--- config.mk ---
export PLATFORM = sky130hd
export DESIGN_NAME = pipe_hazard_chain_flat
export DESIGN_NICKNAME = d
export VERILOG_FILES = /design/src/rtl/pipe_hazard_chain_if.sv /design/src/rtl/pipe_hazard_chain.sv /design/src/flat_wrapper.sv
export SDC_FILE = /design/constraint.sdc
export NUM_CORES = 1
export LEC_CHECK = 0
export CAP_MARGIN = 20
export CELL_PAD_IN_SITES_DETAIL_PLACEMENT = 2
export CELL_PAD_IN_SITES_GLOBAL_PLACEMENT = 2
export CORE_ASPECT_RATIO = 0.6
export CORE_UTILIZATION = 38
export DETAILED_ROUTE_END_ITERATION = 16
export PLACE_DENSITY_LB_ADDON = 0.05
export REMOVE_ABC_BUFFERS = 1
export SYNTH_ARGS = -nofsm -noshare
export SYNTH_HDL_FRONTEND = slang
export SYNTH_SLANG_ARGS = --single-unit
--- constraint.sdc ---
create_clock -name clock -period 10.14 [get_ports clock]
set_input_delay 1.521 -clock clock [delete_from_list [all_inputs] [get_ports clock]]
set_output_delay 1.521 -clock clock [all_outputs]
set_load 0.1 [all_outputs]
--- src/rtl/pipe_hazard_chain_if.sv ---
// Bus between the datapath and the hazard-aware pipeline register chain.
// The datapath is the master: it offers instructions, freezes and flushes the chain,
// and receives the retiring entry together with the stall and forwarding information.
// PIPE_PERF_EN adds three performance counter outputs to the slave side.
interface pipe_hazard_chain_if #(
  parameter int STAGES = 4,
  parameter int DATA_W = 64,
  parameter int RA_W   = 5
);
  localparam int IDX_W = $clog2(STAGES);

  logic              in_valid;
  logic [DATA_W-1:0] in_data;
  logic [RA_W-1:0]   in_rd;
  logic [RA_W-1:0]   in_rs1;
  logic [RA_W-1:0]   in_rs2;
  logic              in_wen;
  logic              in_load;
  logic              in_ready;
  logic              stall_ext;
  logic              flush;
  logic              fwd_a_hit;
  logic [IDX_W-1:0]  fwd_a_idx;
  logic              fwd_b_hit;
  logic [IDX_W-1:0]  fwd_b_idx;
  logic              lu_stall;
  logic              out_valid;
  logic [DATA_W-1:0] out_data;
  logic [RA_W-1:0]   out_rd;
  logic              out_wen;
`ifdef PIPE_PERF_EN
  logic [31:0]       perf_lu_cnt;
  logic [31:0]       perf_flush_cnt;
  logic [31:0]       perf_retire_cnt;
`endif

  modport master (
    output in_valid, in_data, in_rd, in_rs1, in_rs2, in_wen, in_load,
    output stall_ext, flush,
    input  in_ready, lu_stall,
    input  fwd_a_hit, fwd_a_idx, fwd_b_hit, fwd_b_idx,
    input  out_valid, out_data, out_rd, out_wen
`ifdef PIPE_PERF_EN
    , input perf_lu_cnt, perf_flush_cnt, perf_retire_cnt
`endif
  );

  modport slave (
    input  in_valid, in_data, in_rd, in_rs1, in_rs2, in_wen, in_load,
    input  stall_ext, flush,
    output in_ready, lu_stall,
    output fwd_a_hit, fwd_a_idx, fwd_b_hit, fwd_b_idx,
    output out_valid, out_data, out_rd, out_wen
`ifdef PIPE_PERF_EN
    , output perf_lu_cnt, perf_flush_cnt, perf_retire_cnt
`endif
  );
endinterface

--- src/rtl/pipe_hazard_chain.sv ---
// Hazard-aware chain of pipeline registers (stage 0 youngest, STAGES-1 oldest).
// Detects load-use hazards between stages 1 and 0 and inserts a bubble.
// Applies branch flushes to the youngest FLUSH_DEPTH slots and honours a global freeze.
// Reports forwarding sources for the stage-1 operands.
// Optional macro PIPE_PERF_EN adds saturating performance counters.
module pipe_hazard_chain #(
  parameter int STAGES      = 4,
  parameter int DATA_W      = 64,
  parameter int RA_W        = 5,
  parameter int FLUSH_DEPTH = 2
) (
  input  logic               clock,
  input  logic               reset,
  pipe_hazard_chain_if.slave bus
);
  localparam int IDX_W = $clog2(STAGES);

  typedef struct packed {
    logic              valid;
    logic [DATA_W-1:0] data;
    logic [RA_W-1:0]   rd;
    logic [RA_W-1:0]   rs1;
    logic [RA_W-1:0]   rs2;
    logic              wen;
    logic              load;
  } stage_t;

  stage_t st [STAGES];
  stage_t in_entry;

  logic             lu_hit;
  logic             hold_s0;
  logic             fa_hit;
  logic             fb_hit;
  logic [IDX_W-1:0] fa_idx;
  logic [IDX_W-1:0] fb_idx;

  // Bubbles are all-zero, so a dead slot can never look like a producer or a consumer.
  always_comb begin
    in_entry = '0;
    if (bus.in_valid) begin
      in_entry.valid = 1'b1;
      in_entry.data  = bus.in_data;
      in_entry.rd    = bus.in_rd;
      in_entry.rs1   = bus.in_rs1;
      in_entry.rs2   = bus.in_rs2;
      in_entry.wen   = bus.in_wen;
      in_entry.load  = bus.in_load;
    end
  end

  // A load in stage 1 whose result is needed by stage 0 cannot be forwarded in time.
  assign lu_hit = st[1].valid && st[1].load && (st[1].rd != '0) && st[0].valid &&
                  ((st[1].rd == st[0].rs1) || (st[1].rd == st[0].rs2));

  // A flush discards stage 0 anyway, so it overrides the load-use hold.
  assign hold_s0 = lu_hit && !bus.flush;

  assign bus.lu_stall = lu_hit && !reset;
  assign bus.in_ready = !reset && !bus.stall_ext && !hold_s0;

  // Nearest-older producer search: scanning oldest to youngest lets the nearest match win.
  always_comb begin
    fa_hit = 1'b0;
    fa_idx = '0;
    fb_hit = 1'b0;
    fb_idx = '0;
    for (int k = STAGES - 1; k >= 2; k--) begin
      if (st[k].valid && st[k].wen && (st[k].rd != '0)) begin
        if (st[k].rd == st[1].rs1) begin
          fa_hit = 1'b1;
          fa_idx = IDX_W'(k);
        end
        if (st[k].rd == st[1].rs2) begin
          fb_hit = 1'b1;
          fb_idx = IDX_W'(k);
        end
      end
    end
  end

  assign bus.fwd_a_hit = fa_hit && !reset;
  assign bus.fwd_a_idx = reset ? '0 : fa_idx;
  assign bus.fwd_b_hit = fb_hit && !reset;
  assign bus.fwd_b_idx = reset ? '0 : fb_idx;

  assign bus.out_valid = st[STAGES-1].valid;
  assign bus.out_data  = st[STAGES-1].data;
  assign bus.out_rd    = st[STAGES-1].rd;
  assign bus.out_wen   = st[STAGES-1].valid && st[STAGES-1].wen;

  // Stage registers: freeze, else advance (with bubble on load-use), then kill young slots on flush.
  always_ff @(posedge clock) begin
    if (reset) begin
      for (int k = 0; k < STAGES; k++) st[k] <= '0;
    end else if (!bus.stall_ext) begin
      for (int k = STAGES - 1; k >= 2; k--) st[k] <= st[k-1];
      if (hold_s0) begin
        st[1] <= '0;
      end else begin
        st[1] <= st[0];
        st[0] <= in_entry;
      end
      if (bus.flush) begin
        for (int k = 0; k < FLUSH_DEPTH; k++) st[k] <= '0;
      end
    end
  end

`ifdef PIPE_PERF_EN
  logic [31:0] lu_cnt;
  logic [31:0] flush_cnt;
  logic [31:0] retire_cnt;
  logic [31:0] killed;

  // Valid entries that a flush would have moved into the killed slots this edge.
  always_comb begin
    killed = 32'(bus.in_valid);
    for (int k = 1; k < FLUSH_DEPTH; k++) killed = killed + 32'(st[k-1].valid);
  end

  // Saturating event counters; nothing counts while the chain is frozen.
  always_ff @(posedge clock) begin
    if (reset) begin
      lu_cnt     <= '0;
      flush_cnt  <= '0;
      retire_cnt <= '0;
    end else if (!bus.stall_ext) begin
      if (lu_hit && (lu_cnt != '1)) lu_cnt <= lu_cnt + 32'd1;
      if (bus.flush) flush_cnt <= (flush_cnt > (32'hFFFF_FFFF - killed)) ? '1 : flush_cnt + killed;
      if (st[STAGES-1].valid && (retire_cnt != '1)) retire_cnt <= retire_cnt + 32'd1;
    end
  end

  assign bus.perf_lu_cnt     = lu_cnt;
  assign bus.perf_flush_cnt  = flush_cnt;
  assign bus.perf_retire_cnt = retire_cnt;
`endif
endmodule

--- src/flat_wrapper.sv ---
// flat-port wrapper written by rule: the top's interface ports become plain ports
module pipe_hazard_chain_flat 
#(
  parameter int STAGES      = 4,
  parameter int DATA_W      = 64,
  parameter int RA_W        = 5,
  parameter int FLUSH_DEPTH = 2
)
  (clock, reset, bus_in_valid, bus_in_data, bus_in_rd, bus_in_rs1, bus_in_rs2, bus_in_wen, bus_in_load, bus_stall_ext, bus_flush, bus_in_ready, bus_lu_stall, bus_fwd_a_hit, bus_fwd_a_idx, bus_fwd_b_hit, bus_fwd_b_idx, bus_out_valid, bus_out_data, bus_out_rd, bus_out_wen);
  pipe_hazard_chain_if #(.STAGES(STAGES), .DATA_W(DATA_W), .RA_W(RA_W)) bus_i ();
  input  logic clock;
  input  logic reset;
  input wire logic [$bits(bus_i.in_valid)-1:0] bus_in_valid;
  input wire logic [$bits(bus_i.in_data)-1:0] bus_in_data;
  input wire logic [$bits(bus_i.in_rd)-1:0] bus_in_rd;
  input wire logic [$bits(bus_i.in_rs1)-1:0] bus_in_rs1;
  input wire logic [$bits(bus_i.in_rs2)-1:0] bus_in_rs2;
  input wire logic [$bits(bus_i.in_wen)-1:0] bus_in_wen;
  input wire logic [$bits(bus_i.in_load)-1:0] bus_in_load;
  input wire logic [$bits(bus_i.stall_ext)-1:0] bus_stall_ext;
  input wire logic [$bits(bus_i.flush)-1:0] bus_flush;
  output wire logic [$bits(bus_i.in_ready)-1:0] bus_in_ready;
  output wire logic [$bits(bus_i.lu_stall)-1:0] bus_lu_stall;
  output wire logic [$bits(bus_i.fwd_a_hit)-1:0] bus_fwd_a_hit;
  output wire logic [$bits(bus_i.fwd_a_idx)-1:0] bus_fwd_a_idx;
  output wire logic [$bits(bus_i.fwd_b_hit)-1:0] bus_fwd_b_hit;
  output wire logic [$bits(bus_i.fwd_b_idx)-1:0] bus_fwd_b_idx;
  output wire logic [$bits(bus_i.out_valid)-1:0] bus_out_valid;
  output wire logic [$bits(bus_i.out_data)-1:0] bus_out_data;
  output wire logic [$bits(bus_i.out_rd)-1:0] bus_out_rd;
  output wire logic [$bits(bus_i.out_wen)-1:0] bus_out_wen;
  assign bus_i.in_valid = bus_in_valid;
  assign bus_i.in_data = bus_in_data;
  assign bus_i.in_rd = bus_in_rd;
  assign bus_i.in_rs1 = bus_in_rs1;
  assign bus_i.in_rs2 = bus_in_rs2;
  assign bus_i.in_wen = bus_in_wen;
  assign bus_i.in_load = bus_in_load;
  assign bus_i.stall_ext = bus_stall_ext;
  assign bus_i.flush = bus_flush;
  assign bus_in_ready = bus_i.in_ready;
  assign bus_lu_stall = bus_i.lu_stall;
  assign bus_fwd_a_hit = bus_i.fwd_a_hit;
  assign bus_fwd_a_idx = bus_i.fwd_a_idx;
  assign bus_fwd_b_hit = bus_i.fwd_b_hit;
  assign bus_fwd_b_idx = bus_i.fwd_b_idx;
  assign bus_out_valid = bus_i.out_valid;
  assign bus_out_data = bus_i.out_data;
  assign bus_out_rd = bus_i.out_rd;
  assign bus_out_wen = bus_i.out_wen;
  pipe_hazard_chain #(.STAGES(STAGES), .DATA_W(DATA_W), .RA_W(RA_W), .FLUSH_DEPTH(FLUSH_DEPTH)) u_core (.clock(clock), .reset(reset), .bus(bus_i));
endmodule
==> results.py <==
metrics = {
    "floorplanning": {
        "initial_core_util_pct": 39.13,
        "die_h_um": 144.5,
        "pin_count": 165,
        "dieArea_um2": 34600,
        "core_area_um2": 32860,
        "rows": 51,
        "die_w_um": 239.5,
    },
    "cts": {
        "cts_tree": "done",
        "hold_buffers": 0,
        "clkSinkCount": 306,
        "clock-root-buffer": "clkbuf_16",
        "htreeDepth": 1,
        "cts_setup_buffers": 0,
        "clockBufferDepth": 3,
        "cts_resized": 0,
        "cts.clk_slew.worst_paths_ps": 60,
        "worstSkewPairLatency_ps": 560,
        "numCtsBuffers": 30,
    },
    "layout": {
        "seq_area_um2": 9189,
        "top_register": "u_core.st",
        "layout.cells.non_filler": 1520,
        "insertedDiodeCount": 0,
        "largest_reg_flops": 306,
        "multi_input_area_um2": 2874,
        "num-fill-cells": 3225,
        "nets": 1134,
        "largestRegisters": "u_core.st (306)",
        "area_delta_synth_final_pct": 19.49,
        "drive_above_1_share_pct": 6.168,
    },
    "sta": {
        "maxSlewViolCount": 0,
        "rsz0062_at_grt": "no",
        "finalCritPeriodShare_pct": 58.73,
        "tightest_slew_ps": 1094,
        "skew_ps": 18.38,
        "hold_viol_final": 0,
        "max_freq_mhz": 167.9,
        "whs_ps": 516.0,
        "max_slew_margin_pct": 26.87,
        "period_needed_ps": 5956,
        "finalSetupViolCount": 0,
    },
    "synth": {
        "ys_ff_latch": 306,
        "seq_area_frac_synth_pct": 71.46,
        "yosysMostFrequentCell": "edfxtp_1",
        "post_synth.cell_area_avg_um2": 13.09,
        "synth_compound_area_share_pct": 6.986,
        "synth-simple-area-share_pct": 12.88,
        "synthMuxAreaShare_pct": 0,
        "yosys.area_share.adder_pct": 0,
        "synth_cell_types": 29,
        "synth_top_area_cell": "edfxtp_1",
        "synth_warnings": 0,
        "synth_top_family_by_area": "simple AND/OR/NAND/NOR gates",
        "synth_edf_count": 306,
        "async_flop_share_pct": 0,
        "synth_xor_area_share_pct": 2.043,
        "synthCells": 982,
        "ys_top_cells_by_area": "edfxtp_1, and2_1, a21oi_1, nand2_1, buf_4",
        "synth_area_um2": 12860,
        "yosys_most_used_dff": "edfxtp_1",
        "synth_top_area_share_pct": 71.46,
        "yosys-top-cells-count": "edfxtp_1, a21oi_1, nand2_1, and2_1, buf_4",
    },
    "min_path": {
        "hold_class": "flop to flop",
        "holdPathStages": 1,
        "min_to": "u_core.st[1][63]",
        "hold_start": "u_core.st[0][145]",
    },
    "global_routing": {
        "grt_pass1_vias": 7737,
        "antenna_found_initial": 0,
        "grt_pass1_wl_um": 45570,
        "grt_max_degree": 165,
        "track_usage_pct": 17.21,
        "gr-total-overflow": 0,
    },
    "detailed_routing": {
        "via_per_inst": 4.868,
        "ant_nets": 0,
        "first_pass_iters": 4,
        "drt_iter0_markers": 378,
        "wl_per_cell_um": 19.35,
        "drcViolationCount": 0,
        "finalWirelength_um": 29410,
        "vias": 7400,
    },
    "worst_setup_path": {
        "crit_arrival_ps": 4430,
        "start_kind": "input pin",
        "path_max_fanout": 52,
        "regToRegStartpoint": "u_core.st[0][94]",
        "crit_type": "input pin to primary output",
        "timing.rr.end": "u_core.st[0][38]",
        "cp-startpoint": "reset",
        "r2r_cells": 7,
        "end_kind": "primary output",
        "worst-endpoint-required_ps": 8620,
        "r2r_slack_ps": 6880,
    },
    "placed_design": {
        "io_buffers": 164,
        "hpwl_um": 16700,
        "place.gp.congestion": 0.7364,
        "dpl.cell_count": 1465,
    },
    "pwr": {
        "power_uw": 2953,
        "powerDensity_nw_per_um2": 192.2,
        "p_leak_uw": 0.005702,
        "irDropWorstVdd_v": 0.0001145,
    },
    "status": {
        "outcome": "completed",
    },
    "flow_run": {
        "maxCapViolCount": 0,
    },
}
==> critical path: stages <==
cell and delay [ps]:
clkdlybuf4s50_1 660, nor2_4 860, o31a_1 260, clkdlybuf4s50_1 1130
==> area by class of cell <==
cell class              count  area share [%]
clock inverters            19           1.222
repair buffers            175           11.43
clock buffers              35           5.147
flip-flops and latches    306           59.80
well taps                 450           3.665
inverters                   1         0.02443
multi-input cells         534           18.71
==> logic make-up after synthesis <==
| group | after synthesis |
|---|---|
| buffers and inverters | 142 |
| DFF | 306 |
| and+or+nand+nor | 331 |
| AOI/OAI and AO/OA | 173 |
| xor gates and xnor gates | 30 |
==> where the power goes <==
part	internal [uW]	leakage (uW)	switching (uW)	total, uW
Combinational	88.8	0.00179	244	333
Sequential	1460	0.00342	24.8	1480
Clock	655	0.000488	482	1140
Total	2200	0.00570	751	2950
==> per-stage QoR <==
| step | utilization, % | cell area [um2] | setup TNS (ps) | worst slack (ps) |
|---|---|---|---|---|
| 2_1_floorplan | - | 12010 | -301.0 | -301.0 |
| 3_3_place_gp | 43.69 | 14360 | 0 | 4176 |
| 3_5_place_dp | 43.69 | 14360 | 0 | 4109 |
| 4_1_cts | 46.67 | 15340 | 0 | 4106 |
| 5_1_grt | 46.75 | 15360 | 0 | 3964 |
| 6_report | 46.75 | 15360 | 0 | 4184 |
==> worst max path at each step <==
stage                        end  slack (ps)  depth (start not counted)
finish              bus_in_ready        4180                          4
CTS                 bus_in_ready        4110                          4
detailed placement  bus_in_ready        4110                          4
global placement    bus_in_ready        4180                          4
floorplan           bus_lu_stall        -300                          4
global route        bus_in_ready        3960                          4
==> layout by cell type, fill, tap and decap left out, types with 2 or more instances in the layout <==
| master | instances |
|---|---|
| buf_4 | 9 |
| clkbuf_1 | 4 |
| xor2_1 | 10 |
| clkinv_2 | 9 |
| clkbuf_16 | 31 |
| xnor2_1 | 20 |
| and2_1 | 143 |
| nand2b_4 | 2 |
| a21oi_1 | 164 |
| nand2_1 | 165 |
| nand3_1 | 5 |
| nor3_1 | 4 |
| clkinv_1 | 6 |
| bufinv_16 | 4 |
| clkdlybuf4s50_1 | 164 |
| or4_1 | 3 |
| edfxtp_1 | 306 |
==> per-layer routing <==
metal	vias up	global-route usage [%]	share of wire (%)
li1	3489	-	-
met1	3764	23.22	45
met2	121	29.18	49
met3	26	3.169	4.4
met4	0	3.408	1.3
met5	-	0	0
Power figures use the tool's default switching activity.
